==> config.mk <==
export PLATFORM = sky130hd
export DESIGN_NAME = sync_fifo_param
export DESIGN_NICKNAME = d
export VERILOG_FILES = /design/src/rtl/sync_fifo_param.sv
export SDC_FILE = /design/constraint.sdc
export NUM_CORES = 1
export LEC_CHECK = 0
export ABC_AREA = 1
export CAP_MARGIN = 20
export CORE_AREA = 2 2 156 158
export DETAILED_ROUTE_END_ITERATION = 10
export DIE_AREA = 0 0 158 160
export PLACE_DENSITY = 0.73
export RECOVER_POWER = 25
export SYNTH_ARGS = -nofsm -noshare
export SYNTH_HDL_FRONTEND = slang
export SYNTH_SLANG_ARGS = --single-unit
==> constraint.sdc <==
create_clock -name clock -period 2.35 [get_ports clock]
set_input_delay 0.705 -clock clock [delete_from_list [all_inputs] [get_ports clock]]
set_output_delay 0.705 -clock clock [all_outputs]
set_load 0.05 [all_outputs]
==> src/rtl/sync_fifo_param.sv <==
// Single-clock parameterised FIFO with registered read data, occupancy flags,
// synchronous flush and sticky overflow/underflow error flags.
module sync_fifo_param #(
   parameter int WIDTH    = 8,
   parameter int DEPTH    = 32,
   parameter int AF_LEVEL = DEPTH - 4,
   parameter int AE_LEVEL = 4
) (
   input  logic                     clock,
   input  logic                     reset,
   input  logic                     flush,
   input  logic                     write,
   input  logic [WIDTH-1:0]         din,
   input  logic                     read,
   output logic [WIDTH-1:0]         dout,
   output logic                     dout_valid,
   output logic [$clog2(DEPTH):0]   n_elements,
   output logic                     empty,
   output logic                     full,
   output logic                     almost_empty,
   output logic                     almost_full,
   output logic                     overflow,
   output logic                     underflow,
   input  logic                     clear_err
);

   localparam int AW = $clog2(DEPTH);
   localparam int CW = AW + 1;
   localparam logic [CW-1:0] FULL_CNT = CW'(DEPTH);
   localparam logic [CW-1:0] AF_CNT   = CW'(AF_LEVEL);
   localparam logic [CW-1:0] AE_CNT   = CW'(AE_LEVEL);

   logic [WIDTH-1:0] mem [DEPTH];
   logic [AW-1:0]    wr_ptr;
   logic [AW-1:0]    rd_ptr;
   logic             wr_ok;
   logic             rd_ok;

   assign empty        = (n_elements == '0);
   assign full         = (n_elements == FULL_CNT);
   assign almost_full  = (n_elements >= AF_CNT);
   assign almost_empty = (n_elements <= AE_CNT);

   assign wr_ok = write && !full  && !flush;
   assign rd_ok = read  && !empty && !flush;

   // Storage is deliberately not reset; occupancy tracking alone defines validity.
   always_ff @(posedge clock) begin
      if (wr_ok)
         mem[wr_ptr] <= din;
   end

   always_ff @(posedge clock or posedge reset) begin
      if (reset) begin
         wr_ptr     <= '0;
         rd_ptr     <= '0;
         n_elements <= '0;
         dout       <= '0;
         dout_valid <= 1'b0;
      end else if (flush) begin
         wr_ptr     <= '0;
         rd_ptr     <= '0;
         n_elements <= '0;
         dout_valid <= 1'b0;
      end else begin
         dout_valid <= rd_ok;
         if (wr_ok)
            wr_ptr <= wr_ptr + AW'(1);
         if (rd_ok) begin
            rd_ptr <= rd_ptr + AW'(1);
            dout   <= mem[rd_ptr];
         end
         case ({wr_ok, rd_ok})
            2'b10:   n_elements <= n_elements + CW'(1);
            2'b01:   n_elements <= n_elements - CW'(1);
            default: n_elements <= n_elements;
         endcase
      end
   end

   // A new error condition in the same cycle as clear_err keeps the flag set.
   always_ff @(posedge clock or posedge reset) begin
      if (reset) begin
         overflow  <= 1'b0;
         underflow <= 1'b0;
      end else begin
         overflow  <= (write && full)  || (overflow  && !clear_err);
         underflow <= (read  && empty) || (underflow && !clear_err);
      end
   end

endmodule

==> metrics <==
first-pass GRT wire length 41.9 mm; count of pins over their slew limit 0; Avg Inst Size Synth 13.0 um2; Mapped Cells 890; Rows 57; clock-pin slew on the worst setup and hold paths 0.06 ns; post-detail-place hpwl 16.8 mm; WL final 27.2 mm; Critical Path Fanout Max 5; die width 158 um; core footprint 0.0238 mm2; RSZ-0062 raised after global routing true; fraction of registers with async set/reset 9.54%; CP Launch Type register; Worst Clk Skew 0.0108 ns; Starting DRT DRC Count 742; peak supply drop 0.734 mV; PwrDens 1030 mW/mm2; final count of negative-setup-slack endpoints 0; initial cell density of the core 48.5%; total grt overflow 0; nets 1004; Syn-to-layout area delta 17.8%; number of synthesized flops with an enable pin 256; root buf cell clkbuf_16; Crit Path Class reg2out; MaxCap Viol Count 0; Crit. End Element primary output; n_diodes 0; Met2 Wirelength 13.4 mm; top post-synthesis cells by area edfxtp_1 67%, dfrtp_1 5.8%, o21ai_0 5.4%; # fillers 1893; Clock Path Buffers 3; worst skew pair latency 0.54 ns; metal1 wirelength 10.9 mm; CP startpoint n_elements[1]; max layer used met4; TritonRoute pass-1 iters 5; setup TNS 0 ns; initial antenna violation count 0; max_slew headroom 27.3%; H-tree levels 1; port bufs 34; vias in the first global route 7586; via count 7581; Final min period 2.30 ns; layout cell share with drive strength beyond 1 14.9%; Routed Antenna Nets 0; post-synthesis sequential area ratio 72.4%; Worst Path Required 1.64 ns; WP data arrival 1.59 ns; Slew @ Worst Pin 1.09 ns; Final GP Congestion 0.890; I/O pin count 35; CTS tree done; DRC viols 0; register area 0.00837 mm2; # clock sinks 283; Final Power 0.0140 W; HP Class reg2reg; routed len/inst 20.5 um; RR Startpoint rd_ptr[0]; status finished clean; top_reg_cell synth edfxtp_1; routed wl met3 1.86 mm; combined area of the multi-input logic cells 0.00288 mm2; die area 0.0253 mm2; fmax 435 MHz; final-report hold violation count 0; leak pwr 4.73 nW; clock buffer count from CTS 28; Synthesized Nets 912; Yosys cell types 34; fin crit share 97.8%; post-layout util 57.1%; GRT Resource Usage Total 21.6%; yosys warns 0; post-synth top area share 66.5%; Seq cells post-synth 283; Worst Hold Launch dout[6]; Syn Std Cell Area 0.0116 mm2; largest net degree at the start of global routing 71; via-per-instance ratio 5.71; Die Y 160 um; dominant cell type by area after synthesis edfxtp_1; Post-CTS Hold Buffers 0; setup bufs post-CTS 0
==> cells in the final DEF (no fill, tap or decap), types with 2 or more instances in the layout <==
cell / netlist / final
dlygate4sd2_1: 0 / 13
clkinv_2: 0 / 3
o211ai_1: 2 / 2
clkinv_1: 2 / 13
xnor2_1: 2 / 2
nor2_1: 152 / 151
edfxtp_1: 256 / 256
nor2_4: 2 / 5
ha_1: 8 / 8
o21ai_1: 2 / 2
nor3b_1: 2 / 2
nand2_1: 51 / 51
dlygate4sd3_1: 0 / 2
buf_4: 0 / 76
nand2_4: 2 / 2
nand3_2: 4 / 4
dfrtp_1: 27 / 22
buf_12: 0 / 9
nand3_1: 72 / 72
o21ai_0: 124 / 124
o221ai_1: 62 / 62
dfrtp_2: 0 / 4
nor3_1: 4 / 4
nand2_2: 5 / 5
inv_2: 3 / 7
clkbuf_1: 33 / 10
clkdlybuf4s50_1: 0 / 11
clkbuf_16: 0 / 29
mux2i_1: 16 / 16
a21oi_1: 3 / 3
inv_1: 23 / 19
o22ai_1: 5 / 5
==> timing repair <==
item,in CTS,in global routing
resized for setup,19,5
setup endpoints to repair,16,2
pin swaps,1,1
==> report_power, final <==
| group | switching [W] | internal, W | leakage (nW) |
|---|---|---|---|
| clock | 0.00177 | 0.00234 | 0.409 |
| combinational | 0.00268 | 0.00132 | 1.67 |
| sequential | 0.000205 | 0.00567 | 2.65 |
| total | 0.00466 | 0.00933 | 4.73 |
==> cells by family after synthesis <==
kind of cell	Yosys count	synth area share, %
compound gates	200	10.8
xor+xnor	3	0.227
fa+ha+maj	8	0.866
buf+inv	81	2.87
flops	283	72.4
mux	16	1.39
simple gates	299	11.4
==> critical path, cell delays in order (launching register included) <==
cell and delay (ns):
dfrtp_2 0.46, nor2_4 0.13, o21ai_0 0.10, nor2_1 0.19
buf_12 0.17
==> registers in the layout, indices dropped and copies added (netlist names) <==
| signal | count |
|---|---|
| underflow | 1 |
| n_elements | 6 |
| mem | 256 |
| overflow | 1 |
| dout_valid | 1 |
| dout | 8 |
| wr_ptr | 5 |
| rd_ptr | 5 |
==> layout make-up <==
class	instances	area share [%]
flip-flops and latches	283	61.5
multi-input cells	526	21.1
repair buffers	114	7.39
clock buffers	36	5.52
well taps	324	2.98
inverters	29	0.837
clock inverters	15	0.634
==> through the flow <==
| step | hold slack [ns] | std cells | setup slack [ns] | instance area, um2 |
|---|---|---|---|---|
| floorplan | 0.597 | 890 | 0.0457 | 11600 |
| global placement | 0.468 | 1276 | -0.0985 | 12800 |
| detailed placement | 0.466 | 1276 | -0.122 | 12800 |
| CTS | 0.479 | 1327 | 0.0175 | 13600 |
| global route | 0.500 | 1327 | -0.0203 | 13600 |
| finish | 0.477 | 1327 | 0.0510 | 13600 |
==> synth_stat cells, drive strengths merged (3+ instances only) <==
cell type	count
mux2i	16
ha	8
a21oi	3
nand2	58
edfxtp	256
o22ai	5
nor2	157
o221ai	62
o21ai	127
buf	19
dfrtp	27
nand3	76
nor3	4
clkbuf	33
inv	27
==> final timing paths <==
kind | depth (start not counted) | to | slack, ns
max in group asynchronous | 3 | rd_ptr[0] | 0.32
max | 4 | almost_empty | 0.05
min | 2 | dout[6] | 0.48
max reg2reg | 8 | dout[4] | 0.26
min in group asynchronous | 2 | n_elements[4] | 0.61
min reg2reg | 2 | dout[6] | 0.48
==> routing by layer <==
metal  track usage, %  vias to the layer above
met1             29.0                     3680
met3             3.55                       75
met5                0                        -
li1                 -                     3517
met4             7.58                        0
met2             35.8                      309
Power figures use the tool's default switching activity.
